`src/rtl/jsilicon_pkg.sv`:
```
// jsilicon_pkg
//   Shared definitions for the parametrised jsilicon compute core:
//   opcode constants, control-state encodings and a small opcode helper.
//   No ports; imported by jsilicon_core_p and jsilicon_uart_tx.
package jsilicon_pkg;

  // Opcode encodings (3-bit opcode field)
  localparam logic [2:0] OP_ADD = 3'd0;
  localparam logic [2:0] OP_SUB = 3'd1;
  localparam logic [2:0] OP_MUL = 3'd2;
  localparam logic [2:0] OP_DIV = 3'd3;
  localparam logic [2:0] OP_AND = 3'd4;
  localparam logic [2:0] OP_OR  = 3'd5;
  localparam logic [2:0] OP_XOR = 3'd6;
  localparam logic [2:0] OP_CMP = 3'd7;

  // Control states of the core sequencer
  typedef enum logic [1:0] {
    ST_IDLE = 2'd0,
    ST_EXEC = 2'd1,
    ST_TX   = 2'd2
  } state_t;

  // UART frame length in bit times: start + 8 data + stop
  localparam int FRAME_BITS = 10;

  // Multiply and divide run one bit per cycle; everything else is one step.
  // A divide by zero is short-circuited by the core and is not iterative.
  function automatic logic op_is_iterative(input logic [2:0] op);
    return (op == OP_MUL) || (op == OP_DIV);
  endfunction

endpackage

```
`src/rtl/jsilicon_uart_tx.sv`:
```
// jsilicon_uart_tx
//   8N1 serialiser. A byte presented with valid while ready is high is
//   framed as start(0), 8 data bits LSB first, stop(1); each bit lasts
//   CLK_DIV clocks. ready is also high during the final clock of a stop
//   bit so that a waiting byte starts with no idle gap (back-to-back frames).
// Ports:
//   clock      in   system clock, rising edge
//   reset      in   synchronous active-high reset (line returns to idle)
//   ena        in   global enable; 0 freezes every register
//   data[7:0]  in   byte to send
//   valid      in   byte available
//   ready      out  byte will be accepted at the next enabled edge
//   uart_busy  out  a frame is in progress
//   tx         out  serial line, idles high
module jsilicon_uart_tx
  import jsilicon_pkg::*;
#(
  parameter int CLK_DIV = 16
) (
  input  logic       clock,
  input  logic       reset,
  input  logic       ena,
  input  logic [7:0] data,
  input  logic       valid,
  output logic       ready,
  output logic       uart_busy,
  output logic       tx
);

  localparam int BAUD_W = $clog2(CLK_DIV);

  logic [BAUD_W-1:0] baud_reg;
  logic [3:0]        bit_reg;
  logic [8:0]        shift_reg;   // remaining data bits plus the stop bit
  logic              busy_reg;
  logic              tx_reg;

  logic bit_end;
  logic frame_end;

  assign bit_end   = (baud_reg == BAUD_W'(CLK_DIV - 1));
  assign frame_end = busy_reg && bit_end && (bit_reg == 4'(FRAME_BITS - 1));
  assign ready     = !busy_reg || frame_end;
  assign uart_busy = busy_reg;
  assign tx        = tx_reg;

  always_ff @(posedge clock) begin
    if (reset) begin
      baud_reg  <= '0;
      bit_reg   <= '0;
      shift_reg <= '1;
      busy_reg  <= 1'b0;
      tx_reg    <= 1'b1;
    end else if (ena) begin
      if (valid && ready) begin
        // Start bit goes out immediately; data and stop bit wait in shift_reg
        shift_reg <= {1'b1, data};
        tx_reg    <= 1'b0;
        baud_reg  <= '0;
        bit_reg   <= '0;
        busy_reg  <= 1'b1;
      end else if (frame_end) begin
        busy_reg <= 1'b0;
        tx_reg   <= 1'b1;
        baud_reg <= '0;
        bit_reg  <= '0;
      end else if (busy_reg) begin
        if (bit_end) begin
          baud_reg  <= '0;
          bit_reg   <= bit_reg + 4'd1;
          tx_reg    <= shift_reg[0];
          shift_reg <= {1'b1, shift_reg[8:1]};
        end else begin
          baud_reg <= baud_reg + BAUD_W'(1);
        end
      end
    end
  end

endmodule

```
`src/rtl/jsilicon_core_p.sv`:
```
// jsilicon_core_p
//   Parametrised compute core. On an accepted start it latches two DATA_W
//   operands and an opcode, executes a single-step or bit-serial
//   (multiply/divide) operation, registers a 2*DATA_W result and, when
//   UART_EN=1, streams the result low byte first over an 8N1 UART before
//   pulsing done.
//   DATA_W must be a multiple of 4 in 4..16; CLK_DIV must be >= 2.
// Ports:
//   clock        in   system clock, rising edge
//   reset        in   synchronous active-high reset
//   ena          in   global enable; 0 freezes all state, start ignored
//   start        in   request, accepted only in IDLE with ena=1
//   a, b         in   DATA_W operands, sampled on accept
//   opcode[2:0]  in   operation, sampled on accept
//   busy         out  high from the cycle after accept until done
//   done         out  one-cycle completion pulse
//   err          out  divide-by-zero flag, sticky until the next accept
//   result       out  registered 2*DATA_W result
//   uart_tx      out  serial line, idles high
//   uart_busy    out  high while a UART frame is in progress
module jsilicon_core_p
  import jsilicon_pkg::*;
#(
  parameter int DATA_W  = 8,
  parameter int CLK_DIV = 16,
  parameter int UART_EN = 1
) (
  input  logic                clock,
  input  logic                reset,
  input  logic                ena,
  input  logic                start,
  input  logic [DATA_W-1:0]   a,
  input  logic [DATA_W-1:0]   b,
  input  logic [2:0]          opcode,
  output logic                busy,
  output logic                done,
  output logic                err,
  output logic [2*DATA_W-1:0] result,
  output logic                uart_tx,
  output logic                uart_busy
);

  localparam int RES_W  = 2 * DATA_W;
  localparam int NBYTES = RES_W / 8;
  localparam int CNT_W  = 5;

  state_t            state_reg;
  logic [DATA_W-1:0] a_reg;
  logic [DATA_W-1:0] b_reg;
  logic [2:0]        op_reg;
  // Working register: product accumulator for MUL, {remainder, quotient}
  // for DIV, and the staged value for single-step ops.
  logic [RES_W-1:0]  work_reg;
  logic [RES_W-1:0]  result_reg;
  logic [CNT_W-1:0]  cnt_reg;
  logic              wb_reg;      // EXEC finished computing; next edge writes result
  logic              div0_reg;
  logic              busy_reg;
  logic              done_reg;
  logic              err_reg;
  logic [2:0]        byte_idx_reg;

  // ---------------------------------------------------------------
  // Single-step ALU
  // ---------------------------------------------------------------
  logic [DATA_W:0]  sum_ext;
  logic [DATA_W:0]  diff_ext;
  logic [RES_W-1:0] single_res;

  assign sum_ext  = {1'b0, a_reg} + {1'b0, b_reg};
  // Top bit of the extended difference is exactly the borrow (a < b)
  assign diff_ext = {1'b0, a_reg} - {1'b0, b_reg};

  always_comb begin
    single_res = '0;
    case (op_reg)
      OP_ADD:  single_res[DATA_W:0]   = sum_ext;
      OP_SUB:  single_res[DATA_W:0]   = diff_ext;
      OP_AND:  single_res[DATA_W-1:0] = a_reg & b_reg;
      OP_OR:   single_res[DATA_W-1:0] = a_reg | b_reg;
      OP_XOR:  single_res[DATA_W-1:0] = a_reg ^ b_reg;
      OP_CMP:  single_res[2:0]        = {a_reg > b_reg, a_reg == b_reg, a_reg < b_reg};
      default: single_res             = '0;
    endcase
  end

  // ---------------------------------------------------------------
  // Shift-add multiply step: work = {accumulator, remaining multiplier}
  // ---------------------------------------------------------------
  logic [DATA_W:0]  mul_sum;
  logic [RES_W-1:0] mul_next;

  assign mul_sum  = {1'b0, work_reg[RES_W-1:DATA_W]} + (work_reg[0] ? {1'b0, a_reg} : '0);
  assign mul_next = {mul_sum, work_reg[DATA_W-1:1]};

  // ---------------------------------------------------------------
  // Restoring divide step: work = {remainder, dividend/quotient}
  // ---------------------------------------------------------------
  logic [DATA_W:0]   div_shift;
  logic              div_ge;
  logic [DATA_W-1:0] div_rem;
  logic [RES_W-1:0]  div_next;

  assign div_shift = {work_reg[RES_W-1:DATA_W], work_reg[DATA_W-1]};
  assign div_ge    = (div_shift >= {1'b0, b_reg});
  // After a successful subtract the remainder is below b, so it fits DATA_W
  assign div_rem   = DATA_W'(div_shift - {1'b0, b_reg});
  assign div_next  = div_ge ? {div_rem, work_reg[DATA_W-2:0], 1'b1}
                            : {div_shift[DATA_W-1:0], work_reg[DATA_W-2:0], 1'b0};

  logic iter_op;
  logic last_iter;

  assign iter_op   = op_is_iterative(op_reg) && !(op_reg == OP_DIV && b_reg == '0);
  assign last_iter = (cnt_reg == CNT_W'(DATA_W - 1));

  // ---------------------------------------------------------------
  // UART byte sequencing
  // ---------------------------------------------------------------
  logic       tx_valid;
  logic       tx_ready;
  logic       ser_busy;
  logic       ser_tx;
  logic [7:0] tx_byte;

  assign tx_valid = (state_reg == ST_TX) && (byte_idx_reg < 3'(NBYTES));
  assign tx_byte  = 8'(result_reg >> {byte_idx_reg, 3'b000});

  jsilicon_uart_tx #(
    .CLK_DIV (CLK_DIV)
  ) u_uart (
    .clock     (clock),
    .reset     (reset),
    .ena       (ena),
    .data      (tx_byte),
    .valid     (tx_valid),
    .ready     (tx_ready),
    .uart_busy (ser_busy),
    .tx        (ser_tx)
  );

  // ---------------------------------------------------------------
  // Sequencer
  // ---------------------------------------------------------------
  always_ff @(posedge clock) begin
    if (reset) begin
      state_reg    <= ST_IDLE;
      a_reg        <= '0;
      b_reg        <= '0;
      op_reg       <= OP_ADD;
      work_reg     <= '0;
      result_reg   <= '0;
      cnt_reg      <= '0;
      wb_reg       <= 1'b0;
      div0_reg     <= 1'b0;
      busy_reg     <= 1'b0;
      done_reg     <= 1'b0;
      err_reg      <= 1'b0;
      byte_idx_reg <= '0;
    end else if (ena) begin
      done_reg <= 1'b0;
      case (state_reg)
        ST_IDLE: begin
          if (start) begin
            a_reg    <= a;
            b_reg    <= b;
            op_reg   <= opcode;
            err_reg  <= 1'b0;
            div0_reg <= 1'b0;
            busy_reg <= 1'b1;
            cnt_reg  <= '0;
            wb_reg   <= 1'b0;
            // Seed the bit-serial engines: multiplier or dividend in the low half
            work_reg  <= (opcode == OP_MUL) ? {{DATA_W{1'b0}}, b} : {{DATA_W{1'b0}}, a};
            state_reg <= ST_EXEC;
          end
        end

        ST_EXEC: begin
          if (!wb_reg) begin
            if (iter_op) begin
              work_reg <= (op_reg == OP_MUL) ? mul_next : div_next;
              cnt_reg  <= cnt_reg + CNT_W'(1);
              if (last_iter) wb_reg <= 1'b1;
            end else if (op_reg == OP_DIV) begin
              // Divide by zero: quotient saturates, remainder is the dividend
              work_reg <= {a_reg, {DATA_W{1'b1}}};
              div0_reg <= 1'b1;
              wb_reg   <= 1'b1;
            end else begin
              work_reg <= single_res;
              wb_reg   <= 1'b1;
            end
          end else begin
            result_reg <= work_reg;
            err_reg    <= div0_reg;
            if (UART_EN != 0) begin
              byte_idx_reg <= '0;
              state_reg    <= ST_TX;
            end else begin
              busy_reg  <= 1'b0;
              done_reg  <= 1'b1;
              state_reg <= ST_IDLE;
            end
          end
        end

        ST_TX: begin
          if (tx_valid && tx_ready) byte_idx_reg <= byte_idx_reg + 3'd1;
          // ready while busy marks the closing clock of the last stop bit
          if ((byte_idx_reg == 3'(NBYTES)) && tx_ready && ser_busy) begin
            busy_reg  <= 1'b0;
            done_reg  <= 1'b1;
            state_reg <= ST_IDLE;
          end
        end

        default: state_reg <= ST_IDLE;
      endcase
    end
  end

  assign busy      = busy_reg;
  assign done      = done_reg;
  assign err       = err_reg;
  assign result    = result_reg;
  assign uart_tx   = ser_tx;
  assign uart_busy = ser_busy;

endmodule

```
`config.mk`:
```
export PLATFORM = sky130hd
export DESIGN_NAME = jsilicon_core_p
export DESIGN_NICKNAME = d
export VERILOG_FILES = /design/src/rtl/jsilicon_pkg.sv /design/src/rtl/jsilicon_uart_tx.sv /design/src/rtl/jsilicon_core_p.sv
export SDC_FILE = /design/constraint.sdc
export NUM_CORES = 1
export LEC_CHECK = 0
export ABC_CLOCK_PERIOD_IN_PS = 2300
export BUFFER_PORTS_ARGS = -buffer_cell sky130_fd_sc_hd__buf_2
export CAP_MARGIN = 15
export CORE_MARGIN = 10
export CORE_UTILIZATION = 37
export CTS_CLUSTER_DIAMETER = 120
export DETAILED_ROUTE_END_ITERATION = 8
export PLACE_DENSITY = 0.65
export SLEW_MARGIN = 20
export SYNTH_ARGS = -nofsm -noshare
export SYNTH_HDL_FRONTEND = slang
export SYNTH_SLANG_ARGS = --single-unit
```
`constraint.sdc`:
```
create_clock -name clock -period 2.3 [get_ports clock]
set_input_delay 0.46 -clock clock [delete_from_list [all_inputs] [get_ports clock]]
set_output_delay 0.46 -clock clock [all_outputs]
set_load 0.01 [all_outputs]
```
# [Word-level counts from Yosys, hierarchy flattened]
# Cells that the tools add are included.
[totals] reg_bits=85 in_bits=23 elab_cells=152
[op_classes] add_sub_neg=8 magnitude_cmp=4 eq_ne=24 shifts=1 mux=57 n_bitwise=3 reduce_logical=37
[ops] op="$mux 16" n=6
[ops] op="$mux 9" n=4
[ops] op="$mux 4" n=8
[ops] op="$pmux 16 s2" n=1
[ops] op="$pmux 5 s5" n=1
[ops] op="$reduce_and 4->1" n=6
[ops] op="$add 8x8->9" n=2
[ops] op="$mux 1" n=18
[ops] op="$pmux 3 s6" n=1
[ops] op="$mux 8" n=2
[ops] op="$shr 16x6->8" n=1
[ops] op="$mux 5" n=3
[ops] op="$ne 2x2->1 const B" n=7
[ops] op="$eq 3x2->1 const B" n=4
[ops] op="$eq 3x3->1 const B" n=4
[ops] op="$reduce_and 3->1" n=4
[ops] op="$reduce_bool 2->1" n=6
[ops] op="$pmux 1 s2" n=5
[ops] op="$pmux 5 s2" n=1
[ops] op="$ge 9x8->1" n=1
[ops] op="$sub 8x8->9" n=1
[ops] op="$add 4x1->4 const B" n=2
[ops] op="$and 8x8->8" n=1
[ops] op="$eq 4x4->1 const B" n=2
[ops] op="28 further kinds" n=43

# [Depth between registers and ports, before layout]
[depth] word_depth=8 ltp_mapped=10 ltp_nobuf=10

# [Hierarchy]
# From an unflattened synthesis, not the netlist that was laid out.
[hier_totals] cells_unflattened=785 hier_area_um2=6167.2
[by_module_without_submodules] mod="jsilicon_core_p" instances=1 cells_per_inst=665 area_per_inst_um2=5136.2 seq_area_each_um2=1321.3
[by_module_without_submodules] mod="jsilicon_uart_tx" instances=1 cells_per_inst=120 area_per_inst_um2=1031.0 seq_area_each_um2=360.3

# [Least setup slack after synthesis]
# OpenSTA, ideal clock, no wires.
[synth_path] path_kind="register -> register" startpoint="register b_reg[2]" endpoint="register work_reg[8]" setup_ps=147 arrival_time_ps=2113 setup_slack_ps=40 stages_incl_launch_ff=9 period_less_slack_ps=2260 path_cell_list="dfxtp_1 > inv_1 > ha_1 > o21ai_0 > a21oi_1 > o41ai_2 > nand2_1 > o311ai_0 > o311ai_0"
[synth_via] elab_chain_cells=7 elab_cells_between_ends=14 cone_classes="2 x add/sub; 1 x order compare; 7 x mux; 4 x reduce/logical"
[synth_lines] item="from (decl)" line="jsilicon_core_p.sv:49" text="logic [DATA_W-1:0] b_reg;"
[synth_lines] item="from (signal assigned)" line="jsilicon_core_p.sv:149" text="b_reg <= '0;"
[synth_lines] item="from (signal assigned)" line="jsilicon_core_p.sv:166" text="b_reg <= b;"
[synth_lines] item="branches (longest 4 deep; another with $sub 8x8->9)"
[synth_lines] item="$mux 16 (*)" line="jsilicon_core_p.sv:181" text="if (iter_op) begin"
[synth_lines] item="$mux 16 (*)" line="jsilicon_core_p.sv:180" text="if (!wb_reg) begin"
[synth_lines] item="$pmux 16 s2 (*)" line="jsilicon_core_p.sv:162" text="case (state_reg)"
[synth_lines] item="to (signal assigned)" line="jsilicon_core_p.sv:182" text="work_reg <= (op_reg == OP_MUL) ? mul_next : div_next;"
[synth_lines] item="to (signal assigned)" line="jsilicon_core_p.sv:187" text="work_reg <= {a_reg, {DATA_W{1'b1}}};"
[synth_lines] item="to (signal assigned)" line="jsilicon_core_p.sv:191" text="work_reg <= single_res;"
[synth_lines] item="to (decl)" line="jsilicon_core_p.sv:53" text="logic [RES_W-1:0] work_reg;"
# Mark *: on every way between the ends. The select of a mux whose other input is x is not followed.
# A chain may end at the register's enable or synchronous reset.

# [Final worst setup path]
[layout_path] startpoint="register b_reg[3]" endpoint="register work_reg[2]"
[layout_via] elab_chain_cells=7 elab_cells_between_ends=10 cone_classes="1 x order compare; 5 x mux; 4 x reduce/logical"
[layout_lines] item="branches (longest 4 deep; another with $gt 8x8->1)"
[layout_lines] item="$mux 16 (*)" line="jsilicon_core_p.sv:181"
[layout_lines] item="$mux 16 (*)" line="jsilicon_core_p.sv:180"
[layout_lines] item="$pmux 16 s2 (*)" line="jsilicon_core_p.sv:162"
# Marks and branches as above.

==> impl_metrics.json <==
{
  "status": "finished clean",
  "yosysMostFrequentCell": "nand2_1",
  "synthAdderAreaFrac": 0.110,
  "port_buffers": 43,
  "synth_edf_count": 0,
  "power.leakage_nw": 2.88,
  "peakVddDrop_v": 0.000384,
  "core_mm2": 0.0158,
  "max_freq_mhz": 454,
  "endpoint_kind": "flip-flop",
  "final_max_slew_viol_count": 0,
  "hold_ws_ns": 0.352,
  "cts_tree": "done",
  "p_int_w": 0.00282,
  "hpwl_um": 14800,
  "synth_seq_area_share": 0.282,
  "multiInputGateArea_mm2": 0.00403,
  "start_kind": "flip-flop",
  "synth_top_family_by_area": "compound AO/OA/AOI/OAI gates",
  "slew_headroom": 0.603,
  "clock_sinks": 84,
  "grt.total_usage": 0.174,
  "place_congestion": 0.979,
  "synth_mux_area_frac": 0.0511,
  "initial_core_util": 0.376,
  "tns_ns": 0,
  "grt_start_max_net_pins": 35,
  "seq_area_mm2": 0.00170,
  "worst_slack_ns": 0.0995,
  "wl_per_cell_um": 17.8,
  "cts_made_buffers": 9,
  "synth_ff_type": "dfxtp_1",
  "syn_to_final_growth_pct": 20.9,
  "path_clk_slew_ns": 0.06,
  "antenna_cells": 0,
  "grt_pass1_wl_um": 30900,
  "powerDensity_mw_per_mm2": 581,
  "synth_compound_area_frac": 0.244,
  "synth_top_area_frac": 0.282,
  "nets": 922,
  "min_period_ns": 2.20,
  "clockPowerShare": 0.372,
  "pre_cts_ws_ns": -0.00858,
  "power.share.sequential": 0.375,
  "hold_path.class": "in2reg",
  "hold_violations": 0,
  "syn_inst": 771,
  "cp.arrival_ns": 2.43,
  "synth_commonest_cells": "108 x nand2_1, 87 x a21oi_1, 84 x dfxtp_1",
  "synthArstFlopShare": 0,
  "tightest_slew_ns": 0.594,
  "postRouteAntennaNets": 0,
  "final_util": 0.455,
  "cts_root_buf": "clkbuf_16",
  "path_max_fanout": 6,
  "required_ns": 2.53,
  "drt_pre_antenna_iters": 5,
  "die_h_um": 147,
  "gr-total-overflow": 0,
  "drt-initial-drc-count": 633,
  "syn_avg_cell_area_um2": 7.72,
  "wirelength_um": 19100,
  "switching_share": 0.325,
  "hold_buffers": 0,
  "finalClockSkew_ns": 0.0176,
  "rows": 46,
  "crit_type": "reg2reg",
  "clk_path_buf_depth": 2,
  "ys_ff_latch": 84,
  "vias": 5955,
  "maxCapViolCount": 0,
  "antenna_found_initial": 0,
  "synthTopCellsByArea": "dfxtp_1 28%, ha_1 9.7%, a21oi_1 7.3%",
  "viasPerCell": 5.57,
  "switchingPower_w": 0.00136,
  "yosysTopAreaCell": "dfxtp_1",
  "ios": 44,
  "die_area_mm2": 0.0216,
  "synth_fp_nets": 844,
  "fillers": 1596,
  "syn_area_mm2": 0.00595,
  "drive_gt1_frac": 0.204,
  "yosysWarnings": 0,
  "stdcell_area_mm2": 0.00720,
  "p_comb_frac": 0.253,
  "placed_area_mm2": 0.00679,
  "setup_viol": 0,
  "die_w_um": 147,
  "synth-simple-area-share": 0.228,
  "grt_pass1_vias": 5663,
  "yosys.area_share.xor_xnor": 0.0294,
  "period_share": 0.957,
  "htreeDepth": 3,
  "drc_errors": 0,
  "synth.distinct_cells": 71,
  "postCtsSetupRepairBufs": 0,
  "r2r_cells": 7,
  "clock_latency_ns": 0.37,
  "whs_path_depth": 3
}
-- worst max-delay path, cell delays in order, from the launching register on --
cell and delay (ns):
dfxtp_1 0.31, inv_1 0.19, ha_2 0.37, or4_1 0.58, nor3_2 0.18, nor3b_1 0.08
a211oi_1 0.26, a21oi_1 0.11
-- cell type report --
class                   instances  area share
repair buffers                110       0.103
clock inverters                 6     0.00974
clock buffers                  10      0.0332
inverters                      41      0.0214
multi-input cells             603       0.559
well taps                     216      0.0376
flip-flops and latches         84       0.236
-- worst paths after layout --
check,end,slack (ns),start
worst max-delay path,work_reg[2],0.1,b_reg[3]
worst min-delay path,a_reg[3],0.35,a[3]
worst max register to register,work_reg[2],0.1,b_reg[3]
worst min register to register,done,0.45,done
-- placed cells by master (no fill, tap or decap), types with 17 or more instances in the layout --
master,count
a21oi_1,86
buf_2,43
buf_4,65
dfxtp_1,77
ha_1,44
inv_1,40
mux2i_1,27
nand2_1,108
nor2_1,58
nor3_1,20
o211ai_1,17
o21ai_0,24
-- power by group through the flow --
stage | Sequential, W | Clock, W | Combinational (W)
floorplan | 0.00158 | 0 | 0.000632
global placement | 0.00159 | 0 | 0.000999
detailed placement | 0.00160 | 0 | 0.000998
CTS | 0.00156 | 0.00157 | 0.00101
global route | 0.00157 | 0.00162 | 0.00116
finish | 0.00157 | 0.00155 | 0.00106
-- cell families after synthesis --
logic type                 after synthesis
DFF                                     84
muxes                                   30
and+or+nand+nor                        278
buffers and inverters                   84
AOI/OAI and AO/OA                      225
xor gates and xnor gates                20
adders and majority gates               50
-- per-stage QoR --
step | power (W) | cells
6_report | 0.00418 | 1070
5_1_grt | 0.00435 | 1070
4_1_cts | 0.00414 | 1070
3_5_place_dp | 0.00259 | 1054
3_3_place_gp | 0.00259 | 1054
2_1_floorplan | 0.00221 | 771
-- what timing repair did --
item,4_1_cts,5_1_grt
resized for setup,3,32
pin swaps,0,10
endpoints found under the hold margin,0,0
endpoints found under the setup margin,2,15
-- metal layers --
| metal | track usage | part of all wire | vias up |
|---|---|---|---|
| met5 | 0 | 0 | - |
| li1 | - | - | 2932 |
| met3 | 0.0402 | 0.063 | 41 |
| met1 | 0.238 | 0.48 | 2784 |
| met4 | 0.0536 | 0.024 | 0 |
| met2 | 0.266 | 0.44 | 198 |
Note: power is estimated with default switching activity, not from simulation.
